[src/rtl/ps2_host_tx_if.sv]
// rtl/ps2_host_tx_if.sv - command/status bundle between a requester and ps2_host_tx
//
// Purpose: groups the byte-request handshake and the completion status of the
// PS/2 host transmitter so both sides share a single port.
// Signals:
//   cmd_data  [7:0]  byte to transmit, sampled when the request is accepted
//   cmd_valid        request strobe, honoured only while the transmitter is idle
//   busy             transfer in progress
//   done             one-cycle pulse, byte sent and ACK seen
//   error            one-cycle pulse, missing ACK or timeout
// Modports:
//   master  drives the request, observes status (requester / testbench)
//   slave   observes the request, drives status (ps2_host_tx)

interface ps2_host_tx_if;
  logic [7:0] cmd_data;
  logic       cmd_valid;
  logic       busy;
  logic       done;
  logic       error;

  modport master (
    output cmd_data,
    output cmd_valid,
    input  busy,
    input  done,
    input  error
  );

  modport slave (
    input  cmd_data,
    input  cmd_valid,
    output busy,
    output done,
    output error
  );
endinterface

[src/rtl/ps2_host_tx.sv]
// rtl/ps2_host_tx.sv - PS/2 host-to-device command byte transmitter
//
// Purpose: sends one command byte to a PS/2 device. Inhibits the bus, issues
// request-to-send, shifts out 8 data bits LSB first, odd parity and stop on the
// device-generated clock, then checks the device ACK. The pins are open-drain;
// each *_oe output pulls its line low when 1.
// Ports:
//   clk          system clock
//   rst          asynchronous active-high reset
//   bus          ps2_host_tx_if.slave: cmd_data/cmd_valid in, busy/done/error out
//   ps2_clk_in   raw PS/2 clock pin level
//   ps2_data_in  raw PS/2 data pin level
//   ps2_clk_oe   1 = pull clock line low
//   ps2_data_oe  1 = pull data line low

module ps2_host_tx #(
  parameter int INHIBIT_CYCLES = 5000,
  parameter int RTS_CYCLES     = 100,
  parameter int TIMEOUT_CYCLES = 1000000
) (
  input  logic           clk,
  input  logic           rst,
  ps2_host_tx_if.slave   bus,
  input  logic           ps2_clk_in,
  input  logic           ps2_data_in,
  output logic           ps2_clk_oe,
  output logic           ps2_data_oe
);

  // One counter serves the inhibit, RTS and timeout phases, so it is sized
  // for the largest of the three.
  localparam int MAX_AB = (INHIBIT_CYCLES > RTS_CYCLES) ? INHIBIT_CYCLES : RTS_CYCLES;
  localparam int MAX_C  = (TIMEOUT_CYCLES > MAX_AB) ? TIMEOUT_CYCLES : MAX_AB;
  localparam int CW     = $clog2(MAX_C + 1);

  localparam logic [CW-1:0] INH_LAST = CW'(INHIBIT_CYCLES - 1);
  localparam logic [CW-1:0] RTS_LAST = CW'(RTS_CYCLES - 1);
  localparam logic [CW-1:0] TO_VAL   = CW'(TIMEOUT_CYCLES);

  typedef enum logic [2:0] {
    IDLE,
    INHIBIT,
    RTS,
    SEND,
    ACK,
    WAIT_IDLE
  } state_t;

  // Pin synchronisers; reset to 1 so an idle bus never looks like a fall.
  logic [1:0] clk_sync;
  logic [1:0] data_sync;
  logic       clk_hist;
  logic       clk_s;
  logic       data_s;
  logic       fall;

  always_ff @(posedge clk or posedge rst) begin
    if (rst) begin
      clk_sync  <= 2'b11;
      data_sync <= 2'b11;
      clk_hist  <= 1'b1;
    end else begin
      clk_sync  <= {clk_sync[0], ps2_clk_in};
      data_sync <= {data_sync[0], ps2_data_in};
      clk_hist  <= clk_sync[1];
    end
  end

  assign clk_s  = clk_sync[1];
  assign data_s = data_sync[1];
  assign fall   = clk_hist & ~clk_s;

  // Registered FSM state and datapath.
  state_t        state,     state_nxt;
  logic [CW-1:0] cnt,       cnt_nxt;
  logic [3:0]    bit_cnt,   bit_cnt_nxt;
  logic [7:0]    tx_byte,   tx_byte_nxt;
  logic          parity,    parity_nxt;
  logic          ack_ok,    ack_ok_nxt;
  logic          busy_q,    busy_nxt;
  logic          done_q,    done_nxt;
  logic          error_q,   error_nxt;
  logic          clk_oe_nxt;
  logic          data_oe_nxt;
  logic [CW-1:0] cnt_inc;
  logic          timeout;

  assign cnt_inc = cnt + CW'(1);
  assign timeout = (cnt_inc == TO_VAL);

  always_ff @(posedge clk or posedge rst) begin
    if (rst) begin
      state       <= IDLE;
      cnt         <= '0;
      bit_cnt     <= '0;
      tx_byte     <= '0;
      parity      <= 1'b0;
      ack_ok      <= 1'b0;
      busy_q      <= 1'b0;
      done_q      <= 1'b0;
      error_q     <= 1'b0;
      ps2_clk_oe  <= 1'b0;
      ps2_data_oe <= 1'b0;
    end else begin
      state       <= state_nxt;
      cnt         <= cnt_nxt;
      bit_cnt     <= bit_cnt_nxt;
      tx_byte     <= tx_byte_nxt;
      parity      <= parity_nxt;
      ack_ok      <= ack_ok_nxt;
      busy_q      <= busy_nxt;
      done_q      <= done_nxt;
      error_q     <= error_nxt;
      ps2_clk_oe  <= clk_oe_nxt;
      ps2_data_oe <= data_oe_nxt;
    end
  end

  always_comb begin
    state_nxt   = state;
    cnt_nxt     = cnt;
    bit_cnt_nxt = bit_cnt;
    tx_byte_nxt = tx_byte;
    parity_nxt  = parity;
    ack_ok_nxt  = ack_ok;
    busy_nxt    = busy_q;
    clk_oe_nxt  = ps2_clk_oe;
    data_oe_nxt = ps2_data_oe;
    done_nxt    = 1'b0;
    error_nxt   = 1'b0;

    case (state)
      IDLE: begin
        clk_oe_nxt  = 1'b0;
        data_oe_nxt = 1'b0;
        busy_nxt    = 1'b0;
        if (bus.cmd_valid) begin
          tx_byte_nxt = bus.cmd_data;
          parity_nxt  = ~^bus.cmd_data;
          busy_nxt    = 1'b1;
          clk_oe_nxt  = 1'b1;
          cnt_nxt     = '0;
          state_nxt   = INHIBIT;
        end
      end

      INHIBIT: begin
        if (cnt == INH_LAST) begin
          cnt_nxt     = '0;
          data_oe_nxt = 1'b1;
          state_nxt   = RTS;
        end else begin
          cnt_nxt = cnt_inc;
        end
      end

      // Data low is the start bit; releasing clock hands control to the device.
      RTS: begin
        if (cnt == RTS_LAST) begin
          clk_oe_nxt  = 1'b0;
          bit_cnt_nxt = '0;
          cnt_nxt     = '0;
          state_nxt   = SEND;
        end else begin
          cnt_nxt = cnt_inc;
        end
      end

      // Data only moves on a fall so the device samples it stable on the rise.
      // A fall in the same cycle as a timeout takes priority.
      SEND: begin
        if (fall) begin
          cnt_nxt     = '0;
          bit_cnt_nxt = bit_cnt + 4'd1;
          if (bit_cnt < 4'd8) begin
            data_oe_nxt = ~tx_byte[bit_cnt[2:0]];
          end else if (bit_cnt == 4'd8) begin
            data_oe_nxt = ~parity;
          end else begin
            data_oe_nxt = 1'b0;
            state_nxt   = ACK;
          end
        end else if (timeout) begin
          error_nxt   = 1'b1;
          clk_oe_nxt  = 1'b0;
          data_oe_nxt = 1'b0;
          busy_nxt    = 1'b0;
          state_nxt   = IDLE;
        end else begin
          cnt_nxt = cnt_inc;
        end
      end

      ACK: begin
        if (fall) begin
          cnt_nxt    = '0;
          ack_ok_nxt = ~data_s;
          state_nxt  = WAIT_IDLE;
        end else if (timeout) begin
          error_nxt   = 1'b1;
          clk_oe_nxt  = 1'b0;
          data_oe_nxt = 1'b0;
          busy_nxt    = 1'b0;
          state_nxt   = IDLE;
        end else begin
          cnt_nxt = cnt_inc;
        end
      end

      // Result is reported only once the device has released both lines.
      WAIT_IDLE: begin
        if (clk_s && data_s) begin
          busy_nxt  = 1'b0;
          done_nxt  = ack_ok;
          error_nxt = ~ack_ok;
          state_nxt = IDLE;
        end else if (fall) begin
          cnt_nxt = '0;
        end else if (timeout) begin
          error_nxt   = 1'b1;
          clk_oe_nxt  = 1'b0;
          data_oe_nxt = 1'b0;
          busy_nxt    = 1'b0;
          state_nxt   = IDLE;
        end else begin
          cnt_nxt = cnt_inc;
        end
      end

      default: begin
        clk_oe_nxt  = 1'b0;
        data_oe_nxt = 1'b0;
        busy_nxt    = 1'b0;
        state_nxt   = IDLE;
      end
    endcase
  end

  assign bus.busy  = busy_q;
  assign bus.done  = done_q;
  assign bus.error = error_q;

endmodule

[src/flat_wrapper.sv]
// flat-port wrapper written by rule: the top's interface ports become plain ports
module ps2_host_tx_flat 
#(
  parameter int INHIBIT_CYCLES = 5000,
  parameter int RTS_CYCLES     = 100,
  parameter int TIMEOUT_CYCLES = 1000000
)
  (clk, rst, ps2_clk_in, ps2_data_in, ps2_clk_oe, ps2_data_oe, bus_cmd_data, bus_cmd_valid, bus_busy, bus_done, bus_error);
  ps2_host_tx_if bus_i ();
  input  logic clk;
  input  logic rst;
  input  logic ps2_clk_in;
  input  logic ps2_data_in;
  output logic ps2_clk_oe;
  output logic ps2_data_oe;
  input wire logic [$bits(bus_i.cmd_data)-1:0] bus_cmd_data;
  input wire logic [$bits(bus_i.cmd_valid)-1:0] bus_cmd_valid;
  output wire logic [$bits(bus_i.busy)-1:0] bus_busy;
  output wire logic [$bits(bus_i.done)-1:0] bus_done;
  output wire logic [$bits(bus_i.error)-1:0] bus_error;
  assign bus_i.cmd_data = bus_cmd_data;
  assign bus_i.cmd_valid = bus_cmd_valid;
  assign bus_busy = bus_i.busy;
  assign bus_done = bus_i.done;
  assign bus_error = bus_i.error;
  ps2_host_tx #(.INHIBIT_CYCLES(INHIBIT_CYCLES), .RTS_CYCLES(RTS_CYCLES), .TIMEOUT_CYCLES(TIMEOUT_CYCLES)) u_core (.clk(clk), .rst(rst), .bus(bus_i), .ps2_clk_in(ps2_clk_in), .ps2_data_in(ps2_data_in), .ps2_clk_oe(ps2_clk_oe), .ps2_data_oe(ps2_data_oe));
endmodule
[config.mk]
export PLATFORM = sky130hd
export DESIGN_NAME = ps2_host_tx_flat
export DESIGN_NICKNAME = d
export VERILOG_FILES = /design/src/rtl/ps2_host_tx_if.sv /design/src/rtl/ps2_host_tx.sv /design/src/flat_wrapper.sv
export SDC_FILE = /design/constraint.sdc
export NUM_CORES = 1
export LEC_CHECK = 0
export CORE_AREA = 3 3 84 70
export CTS_BUF_LIST = sky130_fd_sc_hd__clkbuf_2 sky130_fd_sc_hd__clkbuf_4 sky130_fd_sc_hd__clkbuf_8
export DETAILED_ROUTE_END_ITERATION = 12
export DIE_AREA = 0 0 87 73
export HOLD_SLACK_MARGIN = 0.1
export PLACE_DENSITY_LB_ADDON = 0.12
export SLEW_MARGIN = 20
export SYNTH_ARGS = -nofsm -noshare
export SYNTH_HDL_FRONTEND = slang
export SYNTH_SLANG_ARGS = --single-unit
[constraint.sdc]
create_clock -name clk -period 3 [get_ports clk]
set_clock_uncertainty 0.1 [all_clocks]
set_input_delay 0.9 -clock clk [delete_from_list [all_inputs] [get_ports clk]]
set_output_delay 0.9 -clock clk [all_outputs]
set_load 0.02 [all_outputs]
==> flow_summary.json <==
{
  "status": "finished, final reports clean",
  "clk_pin_slew_ps": 100,
  "grtUsageTotal": 0.240,
  "htree_levels": 2,
  "finalCritPeriodShare": 0.911,
  "die_y_um": 73,
  "fmax_mhz": 366,
  "crit_type": "flop to flop",
  "core_um2": 5040,
  "synthFlopType": "dfrtp_1",
  "drive_above_1_share": 0.165,
  "grt_pass1_wl_mm": 12.0,
  "grt_pass1_vias": 2413,
  "top_level_ports": 18,
  "cellPowerDensity_nw_per_um2": 745,
  "setup_viol": 0,
  "antenna_cells": 0,
  "r2r-start": "u_core.cnt[0]$_DFFE_PP0P_",
  "report.final.slew_viol_count": 0,
  "yosysUniqueCellTypes": 59,
  "initial_core_util": 0.599,
  "tightest_slew_ps": 744,
  "gr-usage-met1": 0.372,
  "syn_inst": 333,
  "hold_viol": 0,
  "antenna_found_initial": 0,
  "p_leak_nw": 1.42,
  "use_met3": 0.0530,
  "hold_path_depth": 0,
  "end_kind": "flop",
  "area_growth_pct": 13.1,
  "syn_area_um2": 3020,
  "cts_tree": "built",
  "yosys-top-cells-area": "dfrtp_1, o21ai_0, dfstp_2",
  "via_per_inst": 6.25,
  "slew_headroom": 0.503,
  "synth_seq_cells": 47,
  "wl_mm": 6.98,
  "busiest_layer": "met1",
  "crit_required_ps": 3110,
  "crit_start": "u_core.cnt[0]$_DFFE_PP0P_",
  "hold_buffers": 0,
  "grtUsageMet2": 0.335,
  "clk_latency_ps": 320,
  "synth_area_per_cell_um2": 9.06,
  "ctsResizeCount": 0,
  "fin_nets": 374,
  "rows": 23,
  "num_vias": 2625,
  "ys_warn_count": 0,
  "cts_root_buffer": "clkbuf_8",
  "holdCritPathClass": "flop to flop",
  "postCtsSetupBuffers": 0,
  "die_w_um": 87,
  "avgRoutedWirePerCell_um": 16.6,
  "post_dp_cell_area_um2": 3310,
  "synth_top_area_share": 0.348,
  "rsz0062_at_grt": "no",
  "globalRouteOverflowTotal": 0,
  "clockBufferDepth": 2,
  "vdd_drop_max_v": 0.000525,
  "grt_max_degree": 35,
  "stdcell_area_um2": 3410,
  "synth-edff-count": 0,
  "drc_errors": 0,
  "rr_worst_depth": 8,
  "maxCapViolations": 0,
  "drt_pass1_iterations": 5,
  "ant_nets": 0,
  "regToRegSetupSlack_ps": 270,
  "postSynth.asyncResetShare": 1.00,
  "r2r-end": "u_core.cnt[5]$_DFFE_PP0P_",
  "place_congestion": 0.903,
  "crit_end": "u_core.cnt[5]$_DFFE_PP0P_",
  "worstPathMaxFanout": 7,
  "cts_buffers": 5,
  "syn_nets": 350,
  "cp_data_arrival_time_ps": 2850,
  "clock_sinks": 47,
  "dieArea_um2": 6350,
  "drt_iter0_markers": 240,
  "min_period_ps": 2730,
  "yosys.area.top_type": "dfrtp_1",
  "startpoint_type": "flop",
  "dp_hpwl_mm": 5.06,
  "yosysSeqAreaShare": 0.392,
  "tns_ps": 0,
  "place.port_buffers": 17
}
-- worst max-delay path, cell delays in order (launching register included) --
cell      delay (ps)
dfrtp_1          390
ha_1             280
nor4b_1          170
and3_1           210
a311oi_1         560
a211oi_2         200
or2_1            290
buf_4            180
o41ai_1          230
-- cell usage after synthesis, types with 2 or more instances --
cell type,instances
a211oi_1,3
a21o_1,2
a21oi_1,11
a31oi_1,6
and2b_1,2
and3_1,8
buf_2,6
buf_4,2
buf_6,3
clkbuf_1,11
dfrtp_1,42
dfstp_2,5
ha_1,4
inv_1,10
mux2_2,9
mux2i_1,3
mux4_2,2
nand2_1,29
nand2b_1,8
nand3_1,14
nand4_1,7
nand4b_1,4
nor2_1,25
nor2b_1,8
nor3_1,8
nor4_1,4
nor4_2,3
o211ai_1,4
o21ai_0,28
o21ai_1,8
o21bai_1,4
o31ai_1,8
o31ai_2,3
o41ai_1,3
or3_1,2
xnor2_1,9
xor2_1,3
-- metrics by stage --
stage          utilization  hold slack, ps  power (mW)  setup slack (ps)  cells
2_1_floorplan            -             245        1.75               514    333
6_report             0.677             264        2.54               266    420
3_3_place_gp         0.658             250        2.08               280    412
4_1_cts              0.677             264        2.54               242    420
3_5_place_dp         0.658             254        2.11               309    412
5_1_grt              0.677             270        2.74              78.0    420
-- cell usage in the layout, fill, tap and decap left out, types with 3 or more instances in the layout --
master | netlist | final
mux2_2 | 9 | 9
nor2_1 | 25 | 25
o21ai_0 | 28 | 28
nand3_1 | 14 | 14
nor3_1 | 8 | 8
nand4b_1 | 4 | 4
buf_4 | 2 | 22
xor2_1 | 3 | 3
dfrtp_1 | 42 | 42
a21oi_1 | 11 | 11
clkdlybuf4s50_1 | 0 | 17
nor2b_1 | 8 | 8
a31oi_1 | 6 | 6
o31ai_1 | 8 | 8
o21bai_1 | 4 | 4
nand2_1 | 29 | 29
nor4_2 | 3 | 3
nand2b_1 | 8 | 8
mux2i_1 | 3 | 3
ha_1 | 4 | 4
nand4_1 | 7 | 7
and3_1 | 8 | 8
xnor2_1 | 9 | 9
o21ai_1 | 8 | 8
o41ai_1 | 3 | 3
dfstp_2 | 5 | 5
inv_1 | 10 | 9
o31ai_2 | 3 | 3
nor4_1 | 4 | 4
clkbuf_8 | 0 | 5
o211ai_1 | 4 | 4
-- logic make-up (layout without fill, tap and decap cells) --
| logic type | count (synthesis) | count (layout) | share of synthesized area |
|---|---|---|---|
| AND/OR/NAND/NOR | 132 | 132 | 0.248 |
| AO/OA/AOI/OAI | 92 | 92 | 0.198 |
| flip-flops | 47 | 47 | 0.392 |
| buffers and inverters | 32 | 57 | 0.0523 |
| multiplexers | 14 | 14 | 0.0585 |
| XOR/XNOR | 12 | 12 | 0.0348 |
| adder cells (fa/ha/maj) | 4 | 4 | 0.0166 |
-- cell type report --
type	instances	area (um^2)
tap	62	77.6
multi-input combinational	254	1680
clock inverter	3	27.5
timing repair buffer	39	335
fill	403	1630
clock buffer	5	68.8
inverter	10	37.5
sequential	47	1180
-- worst min-delay path by stage --
stage | from | to | slack, ps
after floorplan | u_core.clk_sync[0]$_DFF_PP1_ | u_core.clk_sync[1]$_DFF_PP1_ | 250
after global placement | u_core.data_sync[0]$_DFF_PP1_ | u_core.data_sync[1]$_DFF_PP1_ | 250
after detailed placement | u_core.clk_sync[0]$_DFF_PP1_ | u_core.clk_sync[1]$_DFF_PP1_ | 250
after CTS | u_core.clk_sync[0]$_DFF_PP1_ | u_core.clk_sync[1]$_DFF_PP1_ | 260
after global routing | u_core.clk_sync[0]$_DFF_PP1_ | u_core.clk_sync[1]$_DFF_PP1_ | 270
final | u_core.clk_sync[0]$_DFF_PP1_ | u_core.clk_sync[1]$_DFF_PP1_ | 260
-- flip-flops by register name (all words and copies together) (netlist names) --
signal,flops
u_core.ack_ok,1
u_core.bit_cnt,4
u_core.bus.busy,1
u_core.bus.done,1
u_core.bus.error,1
u_core.clk_hist,1
u_core.clk_sync,2
u_core.cnt,20
u_core.data_sync,2
u_core.parity,1
u_core.ps2_clk_oe,1
u_core.ps2_data_oe,1
u_core.state,3
u_core.tx_byte,8
-- report_power, final --
group	internal, mW	switching, mW
Combinational	0.541	0.639
Clock	0.173	0.258
Sequential	0.772	0.158
-- routing by layer --
layer	share of wire	up-vias
met3	0.056	7
li1	-	1274
met2	0.43	77
met4	0.0087	0
met1	0.51	1267
met5	0	-
No activity file was read; power rests on OpenSTA's default activity.
